### config.mk
export PLATFORM = sky130hd
export DESIGN_NAME = id_scoreboard
export DESIGN_NICKNAME = d
export VERILOG_FILES = /design/src/rtl/id_scoreboard.sv
export SDC_FILE = /design/constraint.sdc
export NUM_CORES = 1
export LEC_CHECK = 0
export CAP_MARGIN = 10
export CORE_ASPECT_RATIO = 0.5
export CORE_MARGIN = 4
export CORE_UTILIZATION = 47
export CTS_CLUSTER_DIAMETER = 100
export DETAILED_ROUTE_END_ITERATION = 10
export GPL_TIMING_DRIVEN = 0
export PLACE_DENSITY = 0.79
export SLEW_MARGIN = 15
export SYNTH_ARGS = -nofsm -noshare
export SYNTH_HDL_FRONTEND = slang
export SYNTH_SLANG_ARGS = --single-unit
### constraint.sdc
create_clock -name clk -period 2.6 [get_ports clk]
set_input_delay 0.52 -clock clk [delete_from_list [all_inputs] [get_ports clk]]
set_output_delay 0.52 -clock clk [all_outputs]
set_load 0.005 [all_outputs]
### src/rtl/id_scoreboard.sv
// Decode-stage hazard/forwarding scoreboard: a DEPTH-deep shift register of in-flight writers,
// plus optional tracking of one long-latency op (enabled by defining SCOREBOARD_MC_EN).
module id_scoreboard #(
  parameter int unsigned DEPTH  = 3,
  parameter int unsigned MC_LAT = 16,
  localparam int unsigned LW    = $clog2(MC_LAT + 1),
  localparam int unsigned SW    = $clog2(DEPTH + 1)
) (
  input  logic          clk,
  input  logic          Rst,
  input  logic          dbg,
  input  logic          mem_hold,
  input  logic          flush,
  input  logic          issue_valid,
  input  logic [4:0]    issue_rd,
  input  logic          issue_regwrite,
  input  logic          issue_memread,
  input  logic          issue_mc,
  input  logic [LW-1:0] issue_mc_lat,
  input  logic [4:0]    rs1,
  input  logic [4:0]    rs2,
  input  logic          use_rs1,
  input  logic          use_rs2,
  input  logic          early,
  output logic          hz,
  output logic [SW-1:0] fwd_sel1,
  output logic [SW-1:0] fwd_sel2,
  output logic          mc_busy,
  output logic [4:0]    mc_rd,
  output logic          mc_done
);

  // Entry k is indexed 1..DEPTH: 1 = EX, DEPTH = WB.
  logic [DEPTH:1] val_q, val_d, rw_q, rw_d, mr_q, mr_d;
  logic [4:0]     rd_q [DEPTH:1];
  logic [4:0]     rd_d [DEPTH:1];
  logic [DEPTH:1] m1, m2;

  logic adv, load, stall_rs1, stall_rs2, mc_stall, mc_acc;

  assign adv  = !dbg && !mem_hold;
  assign load = issue_valid && !hz && !flush;

  always_comb begin
    m1 = '0;
    m2 = '0;
    for (int k = 1; k <= DEPTH; k++) begin
      m1[k] = val_q[k] && rw_q[k] && (rd_q[k] == rs1) && (rs1 != 5'd0) && use_rs1;
      m2[k] = val_q[k] && rw_q[k] && (rd_q[k] == rs2) && (rs2 != 5'd0) && use_rs2;
    end
  end

  // Scan oldest to youngest so the youngest match wins.
  always_comb begin
    fwd_sel1 = '0;
    fwd_sel2 = '0;
    for (int k = DEPTH; k >= 1; k--) begin
      if (m1[k]) fwd_sel1 = SW'(k);
      if (m2[k]) fwd_sel2 = SW'(k);
    end
  end

  always_comb begin
    if (early) begin
      stall_rs1 = m1[1] || (m1[2] && mr_q[2]);
      stall_rs2 = m2[1] || (m2[2] && mr_q[2]);
    end else begin
      stall_rs1 = m1[1] && mr_q[1];
      stall_rs2 = m2[1] && mr_q[1];
    end
  end

  assign hz = issue_valid && !flush && (stall_rs1 || stall_rs2 || mc_stall);

`ifdef SCOREBOARD_MC_EN
  logic [LW-1:0] mc_cnt_q, mc_cnt_d;
  logic [4:0]    mc_rd_q, mc_rd_d;

  assign mc_busy = (mc_cnt_q != '0);
  assign mc_rd   = mc_rd_q;
  assign mc_done = adv && (mc_cnt_q == LW'(1));

  assign mc_stall = mc_busy && (
      (use_rs1 && (rs1 != 5'd0) && (rs1 == mc_rd_q)) ||
      (use_rs2 && (rs2 != 5'd0) && (rs2 == mc_rd_q)) ||
      (issue_regwrite && (issue_rd == mc_rd_q)) ||
      issue_mc);

  assign mc_acc = issue_mc && issue_regwrite && (issue_rd != 5'd0) && load && adv;

  always_comb begin
    mc_cnt_d = mc_cnt_q;
    mc_rd_d  = mc_rd_q;
    if (mc_acc) begin
      mc_cnt_d = (issue_mc_lat == '0) ? LW'(1) : issue_mc_lat;
      mc_rd_d  = issue_rd;
    end else if (adv && mc_busy) begin
      mc_cnt_d = mc_cnt_q - LW'(1);
    end
  end

  always_ff @(posedge clk or negedge Rst) begin
    if (!Rst) begin
      mc_cnt_q <= '0;
      mc_rd_q  <= '0;
    end else begin
      mc_cnt_q <= mc_cnt_d;
      mc_rd_q  <= mc_rd_d;
    end
  end
`else
  logic unused_mc;
  assign unused_mc = ^{issue_mc, issue_mc_lat};
  assign mc_stall  = 1'b0;
  assign mc_acc    = 1'b0;
  assign mc_busy   = 1'b0;
  assign mc_rd     = 5'd0;
  assign mc_done   = 1'b0;
`endif

  always_comb begin
    val_d = val_q;
    rw_d  = rw_q;
    mr_d  = mr_q;
    rd_d  = rd_q;
    if (adv) begin
      for (int k = 2; k <= DEPTH; k++) begin
        val_d[k] = val_q[k-1];
        rw_d[k]  = rw_q[k-1];
        mr_d[k]  = mr_q[k-1];
        rd_d[k]  = rd_q[k-1];
      end
      // An accepted multicycle op is tracked by the counter, not as a forwardable writer.
      val_d[1] = load;
      rw_d[1]  = load && issue_regwrite && !mc_acc;
      mr_d[1]  = load && issue_memread;
      rd_d[1]  = load ? issue_rd : 5'd0;
    end
  end

  always_ff @(posedge clk or negedge Rst) begin
    if (!Rst) begin
      val_q <= '0;
      rw_q  <= '0;
      mr_q  <= '0;
      for (int k = 1; k <= DEPTH; k++) rd_q[k] <= 5'd0;
    end else begin
      val_q <= val_d;
      rw_q  <= rw_d;
      mr_q  <= mr_d;
      rd_q  <= rd_d;
    end
  end

endmodule
==> results_dict.tcl, run 1 <==
set metrics [dict create \
    worst_pin_slew_ps 1020 \
    grt_first_pass_wirelength_um 6130 \
    cts_hold_buf 0 \
    status "finished clean" \
    synth-seq-area-share_pct 37.9 \
    synth_cell_types 31 \
    cp_data_arrival_time_ps 2070 \
    hold_viol_final 0 \
    area_growth_pct 34.4 \
    portBuffers 30 \
    cp-end-kind "primary output" \
    drc 0 \
    yosys-top-cells-area "dfrtp_1 (38%), nand2_1 (16%), xnor2_1 (13%)" \
    synthTopCellsByCount "nand2_1 (63), dfrtp_1 (23), xnor2_1 (23)" \
    yosys_warnings 0 \
    setup_ws_ps 7.92 \
    fmax_mhz 386 \
    ios 44 \
    die-area_sq_um 4260 \
    synth_edf_count 0 \
    finalCriticalPeriod_ps 2590 \
    vias_per_cell 5.34 \
    synthMostInstantiatedCell "nand2_1" \
    grt_max_degree 24 \
    initial_core_util_pct 49.8 \
    rows 14 \
    power_density_nw_per_um2 428 \
    cts_buffers 3 \
    finalMaxSlewViolations 0 \
    antenna_found_initial 0 \
    hold_slack_ps 486 \
    yosysTopAreaCellShare_pct 37.9 \
    n_antenna_cell 0 \
    crit_path_max_incr_delay_ps 580 \
    clockRootBuffer "clkbuf_8" \
    overflow 0 \
    synth.cell_area_sq_um 1520 \
    crit_end "hz" \
    placed_area_sq_um 1890 \
    rsz0062_at_grt "true" \
    cts_buffer_depth 2 \
    drtIter0Drc 138 \
    path_clk_slew_ps 80 \
    nets 253 \
    static-leakage-power_uw 0.000921 \
    drt_pass1_iterations 6 \
    netlist.top_cell.by_area "dfrtp_1" \
    r2r_setup_slack_ps 670 \
    h-tree-depth 1 \
    fin_total_pwr_uw 873 \
    synth-main-ff-cell "dfrtp_1" \
    routed_wl_um 3970 \
    syn_area_per_cell_sq_um 8.88 \
    worstSetupPathType "primary input to primary output" \
    r2r-end "rd_q[0]" \
    vias 1388 \
    crit_top_cell "or4_4" \
    dp_slack_ps -777 \
    drt.antenna.violating_nets 0 \
    cp-start-kind "primary input" \
    chipHeight_um 48.2 \
    hold_class "register to register" \
    clkLatencyLatePin_ps 270 \
    dp_hpwl_um 2860 \
    slowest_stage "or4_4" \
    crit_path_start "rs2[0]" \
    finalSetupViolCount 0 \
    drive_gt1_share_pct 30.9 \
    r2r_start "rd_q[3]" \
    ys_ff_latch 23 \
    r2r_cells 7 \
    worstPathRequired_ps 2080 \
    drt-wirelength-per-cell_um 15.3 \
    path_cells "clkdlybuf4s15_2 > or4_4 > nor2_4 > or4_4 > a21o_1 > a21oi_2 > buf_2" \
    slew_headroom_pct 31.9 \
    fin_worst_skew_ps 3.25 \
    period_share_pct 99.7 \
    ir_drop_v 0.000226 \
    cts.sinks 23 \
    core-area_sq_um 3050 \
    grt_pass1_vias 1300 \
    final_util_pct 66.9 \
    final_area_sq_um 2040 \
    cts_tree "built" \
    routabilityCongestion 0.880 \
    async_reset_ff_share_pct 100 \
    maxCapViolations 0 \
    die_x_um 88.4 \
    crit_path_max_fanout 4 \
    syn_inst 171 \
    track_usage_pct 19.8 \
]
-- state kept, by name, indices dropped and copies added (netlist names) --
signal / cells
rd_q: 15
rw_q: 3
val_q: 3
mr_q: 2
-- power breakdown --
group          switching, uW  internal (uW)  total, uW  leakage, uW
clock network            116            107        223    0.0000255
registers               45.6            394        440     0.000301
logic                   99.4            111        210     0.000594
-- cell families after synthesis --
family / count (synthesis) / share of synthesized area (%)
xor gates and xnor gates: 30 / 17.3
other: 1 / 0.247
and+or+nand+nor: 88 / 27.5
DFF: 23 / 37.9
AOI/OAI and AO/OA: 18 / 12.6
buffers and inverters: 11 / 4.45
-- critical path: cells and delay by family --
family | cells | cell delay (ps)
compound gates | 2 | 360
buf+inv | 2 | 390
simple gates | 3 | 800
-- worst min path at each step --
| stage | from | end | slack [ps] | cells after the start |
|---|---|---|---|---|
| floorplan | Rst | mr_q[1] | 220 | 0 |
| global placement | val_q[3] | val_q[3] | 460 | 2 |
| detailed placement | val_q[3] | val_q[3] | 470 | 2 |
| CTS | val_q[3] | val_q[3] | 480 | 2 |
| global route | rw_q[3] | rw_q[3] | 520 | 2 |
| finish | mr_q[2] | mr_q[2] | 490 | 2 |
-- stage by stage --
| step | cells | TNS (ps) |
|---|---|---|
| final | 260 | 0 |
| after global routing | 260 | -54.2 |
| after CTS | 257 | -137 |
| after detailed placement | 247 | -3130 |
| after global placement | 247 | -3000 |
| after floorplan | 177 | 0 |
-- area by class of cell --
class / count / area [sq um]
multi-input combinational: 143 / 973
sequential: 23 / 583
timing repair buffer: 39 / 319
tap: 40 / 50.0
fill: 253 / 1010
buffer: 11 / 67.6
clock inverter: 1 / 5.00
clock buffer: 3 / 41.3
-- timing repair --
item                       in CTS  in global routing
setup buffers                   7                  3
gates resized for setup        54                 20
pin swaps                       6                 10
setup endpoints to repair       5                  4
-- layer usage --
layer	vias to the layer above	wire, um	track usage, %	part of all wire [%]
met2	65	1810	33.1	46
met4	0	30	4.52	0.76
li1	658	-	-	-
met5	-	0	0	0
met3	4	405	4.38	10
met1	661	1720	27.1	43
-- cell usage in the layout, fill, tap and decap left out, drive strengths merged, types with 3 or more instances in the layout --
master          n
nand4           5
xor2            7
nand2          63
or4             5
dfrtp          23
clkdlybuf4s50  14
clkbuf         11
o31ai           7
nand3           3
clkdlybuf4s15   5
conb            7
xnor2          23
nor2            4
a21oi           3
buf            23
Note: power is estimated with default switching activity, not from simulation.
==> inputs of run 2 (changes only) <==
CAP_MARGIN = default   (was 10)
CTS_CLUSTER_SIZE = 8   (was default)
==> results of run 2 <==
Final layout, timing and power as in run 1 (identical DEF).
